[src/rtl/register.sv]
// Router packet-datapath register stage: header capture, payload/held-byte
// forwarding to the FIFO, and running XOR parity check. Optional macro:
// REGISTER_ADDR_FILTER_EN (ignore headers addressed to port 2'b11).
module register (
  input  logic       clk,
  input  logic       rst,
  input  logic       pkt_valid,
  input  logic [7:0] din,
  input  logic       fifo_full,
  input  logic       detect_addr,
  input  logic       ld_state,
  input  logic       laf_state,
  input  logic       full_state,
  input  logic       lfd_state,
  input  logic       rst_int_reg,
  output logic [7:0] dout,
  output logic       err,
  output logic       parity_done,
  output logic       low_pkt_valid
);

  logic [7:0] hdr_byte;
  logic [7:0] full_byte;
  logic [7:0] int_parity;
  logic [7:0] pkt_parity;
  logic       hdr_load;

`ifdef REGISTER_ADDR_FILTER_EN
  assign hdr_load = detect_addr && pkt_valid && (din[1:0] != 2'b11);
`else
  assign hdr_load = detect_addr && pkt_valid;
`endif

  // Header and byte-forwarding path
  always_ff @(posedge clk) begin
    if (!rst) begin
      hdr_byte  <= 8'h00;
      full_byte <= 8'h00;
      dout      <= 8'h00;
    end else begin
      if (hdr_load)
        hdr_byte <= din;
      if (lfd_state)
        dout <= hdr_byte;
      else if (ld_state && !fifo_full)
        dout <= din;
      else if (ld_state && fifo_full)
        full_byte <= din;
      else if (laf_state)
        dout <= full_byte;
    end
  end

  // Running parity over header and payload; trailing byte kept separately
  always_ff @(posedge clk) begin
    if (!rst) begin
      int_parity <= 8'h00;
      pkt_parity <= 8'h00;
    end else if (detect_addr) begin
      int_parity <= 8'h00;
      pkt_parity <= 8'h00;
    end else begin
      if (lfd_state)
        int_parity <= int_parity ^ hdr_byte;
      else if (ld_state && pkt_valid && !full_state)
        int_parity <= int_parity ^ din;
      if (ld_state && !pkt_valid)
        pkt_parity <= din;
    end
  end

  always_ff @(posedge clk) begin
    if (!rst)
      low_pkt_valid <= 1'b0;
    else if (rst_int_reg)
      low_pkt_valid <= 1'b0;
    else if (ld_state && !pkt_valid)
      low_pkt_valid <= 1'b1;
  end

  // err compares only after parity_done is registered, so both parity bytes are settled
  always_ff @(posedge clk) begin
    if (!rst) begin
      parity_done <= 1'b0;
      err         <= 1'b0;
    end else if (detect_addr) begin
      parity_done <= 1'b0;
      err         <= 1'b0;
    end else begin
      if ((ld_state && !fifo_full && !pkt_valid) ||
          (laf_state && low_pkt_valid && !parity_done))
        parity_done <= 1'b1;
      if (parity_done)
        err <= (int_parity != pkt_parity);
    end
  end

endmodule

[config.mk]
export PLATFORM = sky130hd
export DESIGN_NAME = register
export DESIGN_NICKNAME = d
export VERILOG_FILES = /design/src/rtl/register.sv
export SDC_FILE = /design/constraint.sdc
export NUM_CORES = 1
export LEC_CHECK = 0
export ABC_CLOCK_PERIOD_IN_PS = 1450
export BUFFER_PORTS_ARGS = -buffer_cell sky130_fd_sc_hd__buf_2
export CORE_MARGIN = 3
export CORE_UTILIZATION = 55
export DETAILED_ROUTE_END_ITERATION = 10
export MAX_ROUTING_LAYER = met4
export PLACE_DENSITY = 0.77
export SLEW_MARGIN = 20
export SYNTH_ARGS = -nofsm -noshare
export SYNTH_HDL_FRONTEND = slang
export SYNTH_SLANG_ARGS = --single-unit
[constraint.sdc]
create_clock -name clk -period 1.45 [get_ports clk]
set_input_delay 0.145 -clock clk [delete_from_list [all_inputs] [get_ports clk]]
set_output_delay 0.145 -clock clk [all_outputs]
set_load 0.005 [all_outputs]
==> results.ini, run 1 <==
[critical_path]
cp-startpoint=parity_done
crit_slowest_cell=dfxtp_1
reg2regPathDepth=4
path_buf_inv=1
slowest_delay_ns=0.43
required_ns=1.31
rr_startpoint=int_parity[7]
start_kind=flip-flop
crit_chain=buf_2
crit_arrival_ns=0.93
reg2reg_to=err
ff2ff_setup_slack_ns=0.40
path_class=flip-flop to output pin
cp_max_fo=4
crit_family=flip-flops
end_kind=output pin

[cells_and_area]
antennaDiodeCount=0
nFillCells=276
fin_area_um2=2170
area_growth_pct=13.3
num-nets-final=252
drive_gt1_share_pct=23.0
mostFrequentLayoutCell=dfxtp_1
final_cell_mix=43 x dfxtp_1, 34 x nand2_1, 28 x buf_2, 16 x mux2i_1, 11 x xor2_1

[cts]
cts_max_level=2
cts_setup_buffers=0
cts_sinks=43
cts_inserted_buffers=5
clock_latency_ns=0.36
cts_tree=yes
cts_resized=0
clk_pin_slew_ns=0.13
cts_root_buf=clkbuf_4
clock_path_buffers=2
cts_hold_buf=1

[logic_synthesis]
synth_nets=220
postSynthAreaPerCell_um2=9.48
synth-seq-cells=43
synth_cells=202
yosysSeqAreaShare_pct=45.0
synth_area_um2=1910
synth.distinct_cells=32
ys_warn_count=0

[sta]
clock_skew_ns=0.0132
fin_tns_setup_ns=0
slew_violations=0
fin_crit_sh_pct=74.4
tightest_slew_ns=0.475
max_freq_mhz=927
slew_headroom_pct=68.2
fin_crit_ns=1.08
setup_violations=0
rsz0062_at_grt=false
final_hold_viol_count=0

[global_route]
overflow=0
grt_antenna_before_repair=0
grt_max_degree=19
grt_pass1_vias=1495
grt_pass1_wl_mm=6.56
grt_use_total_pct=21.0

[power_and_ir_drop]
comb_power_share_pct=12.6
switching_share_pct=26.5
power.leakage_nw=0.924
power_switching_w=0.000551
p_int_w=0.00153
power_density_nw_per_um2=959
clock_power_share_pct=27.6
vdd_drop_max_v=0.000635
p_seq_share_pct=59.9

[status]
outcome=completed

[drt]
wl_per_cell_um=13.9
dr_total_vias=1497
drc=0
first_pass_iters=4
drtIter0Drc=100
postRouteAntennaNets=0
routed_wl_mm=3.88
viasPerCell=5.37

[placement]
dpl.hpwl_mm=2.95
numPortBuffers=28
routabilityCongestion=0.855
placed_cell_area_um2=2100

[min_path]
hp-class=input port to flip-flop
min_delay_path_depth=3
holdPathEnd=pkt_parity[4]
hold_start=din[4]

[run]
drv_cap=0

[floorplanning]
floorplan.die_area_um2=4220
die_y_um=65.0
io_pins=29
start_util_pct=60.2
die_width_um=65.0
core-area_um2=3180
rows=20

==> worst max path at each step <==
| stage | end | slack, ns | cells past startpoint |
|---|---|---|---|
| after floorplan | dout[1] | 0.39 | 5 |
| after global placement | dout[2] | 0.09 | 5 |
| after detailed placement | dout[4] | 0.03 | 5 |
| after CTS | parity_done | 0.36 | 1 |
| after global routing | err | 0.27 | 4 |
| final | parity_done | 0.37 | 1 |
==> area by class of cell <==
class	count	area [um2]	area share (%)
Clock buffer	6	41.3	1.90
Sequential cell	43	861	39.7
Clock inverter	2	12.5	0.577
Inverter	1	3.75	0.173
Tap cell	44	55.1	2.54
Timing Repair Buffer	37	210	9.69
Multi-Input combinational cell	146	985	45.4
==> through the flow <==
stage	setup WS (ns)	power [W]	utilization, %	cells	hold slack, ns
after floorplan	0.394	0.00144	-	202	0.221
after global placement	0.0897	0.00152	66.2	270	0.308
after detailed placement	0.0312	0.00153	66.2	270	0.315
after CTS	0.356	0.00210	68.2	279	0.0485
after global routing	0.270	0.00218	68.2	279	0.0657
final	0.371	0.00208	68.2	279	0.0578
==> synthesized netlist by cell type <==
cell      count  area share [%]
nor4b_4       1             1.2
nand3b_1      1            0.39
a31oi_1       1            0.33
nand2_1      34             6.7
mux2i_1      16             8.4
mux2_2        8             4.7
buf_4         1            0.39
buf_6         1            0.59
a21boi_0      8             3.1
o21ai_0       7             1.8
buf_2         7             1.8
nor4_1        1            0.33
nor2b_1       9             2.9
a21oi_1       8             2.1
clkbuf_1      3            0.59
a221oi_1      1            0.46
o31ai_4       1             1.1
and2b_1       1            0.39
nand3_1       8             2.1
o21ai_1       1            0.26
a22oi_1       8             3.1
dfxtp_1      43              45
nand4_1       1            0.33
nor4bb_1      1            0.52
xor2_1       11             5.0
xnor2_1       5             2.3
nor2_1       10             2.0
o21bai_1      1            0.39
nor2b_4       1            0.72
nand2b_1      1            0.33
inv_1         1            0.20
nor3b_1       1            0.39
==> cells by family after synthesis <==
logic type	synth area share, %
compound gates	12.7
xor+xnor	7.32
buf+inv	3.59
flops	45.0
mux	13.1
simple gates	18.3
==> per-layer routing <==
metal  GRT usage [%]  up-vias  wire length (um)
li1                -      752                 -
met1            23.0      691              1660
met2            35.6       46              1900
met3            4.68        8               241
met4            10.8        0                78
met5               -        -                 0
==> power by group through the flow <==
| stage | Sequential, W | Combinational (W) | Clock [W] |
|---|---|---|---|
| after detailed placement | 0.00127 | 0.000258 | 0 |
| after CTS | 0.00125 | 0.000262 | 0.000589 |
| after floorplan | 0.00127 | 0.000172 | 0 |
| final | 0.00125 | 0.000261 | 0.000574 |
| after global routing | 0.00125 | 0.000287 | 0.000637 |
| after global placement | 0.00127 | 0.000252 | 0 |
==> registers in the layout, summed over array words and instances, names as in the netlist <==
register       flops
int_parity         8
err                1
dout               8
parity_done        1
pkt_parity         8
hdr_byte           8
full_byte          8
low_pkt_valid      1
Note: power is estimated with default switching activity, not from simulation.
==> run 2: changes to the inputs <==
- ABC_CLOCK_PERIOD_IN_PS: 1450 -> 1100
- clock period: 1.45 -> 1.1 ns (I/O delays scaled with it)
==> results.ini, run 2 (synthesis gave the netlist of run 1 again) <==
[placement]
routabilityCongestion=0.809
numPortBuffers=28
dpl.hpwl_mm=3.02
dp.cells=275
dp_slack_ns=-0.157

[floorplanning]
rows=20
io_pins=29
core-area_um2=3180
die_y_um=65.0
floorplan.die_area_um2=4220
start_util_pct=60.2
die_width_um=65.0

[cells_and_area]
stdcell_count=285
antennaDiodeCount=0
area_growth_pct=17.8
mostFrequentLayoutCell=dfxtp_1
num-nets-final=258
drive_gt1_share_pct=29.5
final_cell_mix=35 x dfxtp_1, 34 x nand2_1, 28 x buf_2, 16 x mux2i_1, 13 x buf_4

[critical_path]
required_ns=1.35
worst-path-stages=4
slowest_delay_ns=0.36
path_buf_inv=0
path_class=flip-flop to flip-flop
crit_slowest_cell=dfxtp_2
cp_max_fo=2
crit_chain=xnor2_2 > nand4_1 > nor4_1 > a31oi_1
crit_family=flip-flops
end_kind=flip-flop
start_kind=flip-flop
reg2regPathDepth=4
crit_arrival_ns=1.29

[sta]
whs_ns=0.00126
rsz0062_at_grt=true
tightest_slew_ns=0.368
fin_crit_ns=1.04
worst_slack_ns=0.0604
setup_violations=0
clock_skew_ns=0.0111
fin_crit_sh_pct=94.5
final_hold_viol_count=0
slew_headroom_pct=75.5
slew_violations=0
max_freq_mhz=962

[cts]
clk_pin_slew_ns=0.14
cts_max_level=2
cts_inserted_buffers=5
cts_tree=yes
cts_sinks=43
clock_path_buffers=2
clock_latency_ns=0.37
cts_root_buf=clkbuf_4
cts_setup_buffers=0

[drt]
drc=0
postRouteAntennaNets=0
drtIter0Drc=43
routed_wl_mm=4.05
dr_total_vias=1522
viasPerCell=5.34
wl_per_cell_um=14.2
first_pass_iters=5

[power_and_ir_drop]
power_density_nw_per_um2=1250
power.leakage_nw=0.960
vdd_drop_max_v=0.00104

[global_route]
overflow=0
grt_max_degree=16
grt_antenna_before_repair=0
grt_pass1_wl_mm=6.84
grt_use_total_pct=21.9
grt_pass1_vias=1523

[min_path]
hp-class=input port to flip-flop
min_delay_path_depth=3

[status]
outcome=completed

[run]
drv_cap=0

run 2: area by class of cell:
type	count	area [um2]
clock buffers	5	37.5
clock inverters	3	23.8
fillers	245	922
inverters	1	3.75
multi-input cells	146	1010
flip-flops and latches	43	871
well taps	44	55.1
repair buffers	43	258
run 2: path summary, 6_finish.rpt:
kind,start,endpoint,slack [ns]
setup / recovery,pkt_parity[7],err,0.06
hold / removal,din[5],pkt_parity[5],0.001
setup reg to reg,pkt_parity[7],err,0.06
hold reg to reg,dout[6],dout[6],0.46
run 2: layer usage:
| layer | track usage (%) | vias to the layer above | routed length, um |
|---|---|---|---|
| li1 | - | 767 | - |
| met1 | 24.7 | 708 | 1730 |
| met2 | 36.9 | 41 | 2020 |
| met3 | 6.07 | 6 | 237 |
| met4 | 8.18 | 0 | 57 |
| met5 | - | - | 0 |
run 2: timing repair:
action / 4_1_cts / 5_1_grt
endpoints found under the hold margin: 1 / 1
hold buffers: 1 / 1
resized for setup: 0 / 11
setup endpoints to repair: 0 / 2
run 2: power breakdown:
part           switching, W  internal [W]  leakage (nW)  total (W)
Clock              0.000547      0.000256        0.0278   0.000803
Combinational      0.000190      0.000178         0.578   0.000368
Sequential        0.0000349       0.00161         0.353    0.00164
run 2: tightest hold or removal path, cell delays in order:
cell and delay [ns]:
buf_2 0.13, nand2_1 0.06, a21oi_1 0.05
run 2: stage by stage:
| stage | cell area, um2 | total power [W] | util [%] | setup TNS (ns) |
|---|---|---|---|---|
| 2_1_floorplan | 1910 | 0.00190 | - | 0 |
| 6_report | 2260 | 0.00281 | 71.0 | 0 |
| 3_5_place_dp | 2140 | 0.00203 | 67.4 | -1.62 |
| 4_1_cts | 2210 | 0.00282 | 69.6 | 0 |
| 3_3_place_gp | 2140 | 0.00202 | 67.4 | -1.02 |
| 5_1_grt | 2260 | 0.00294 | 71.0 | -0.00997 |
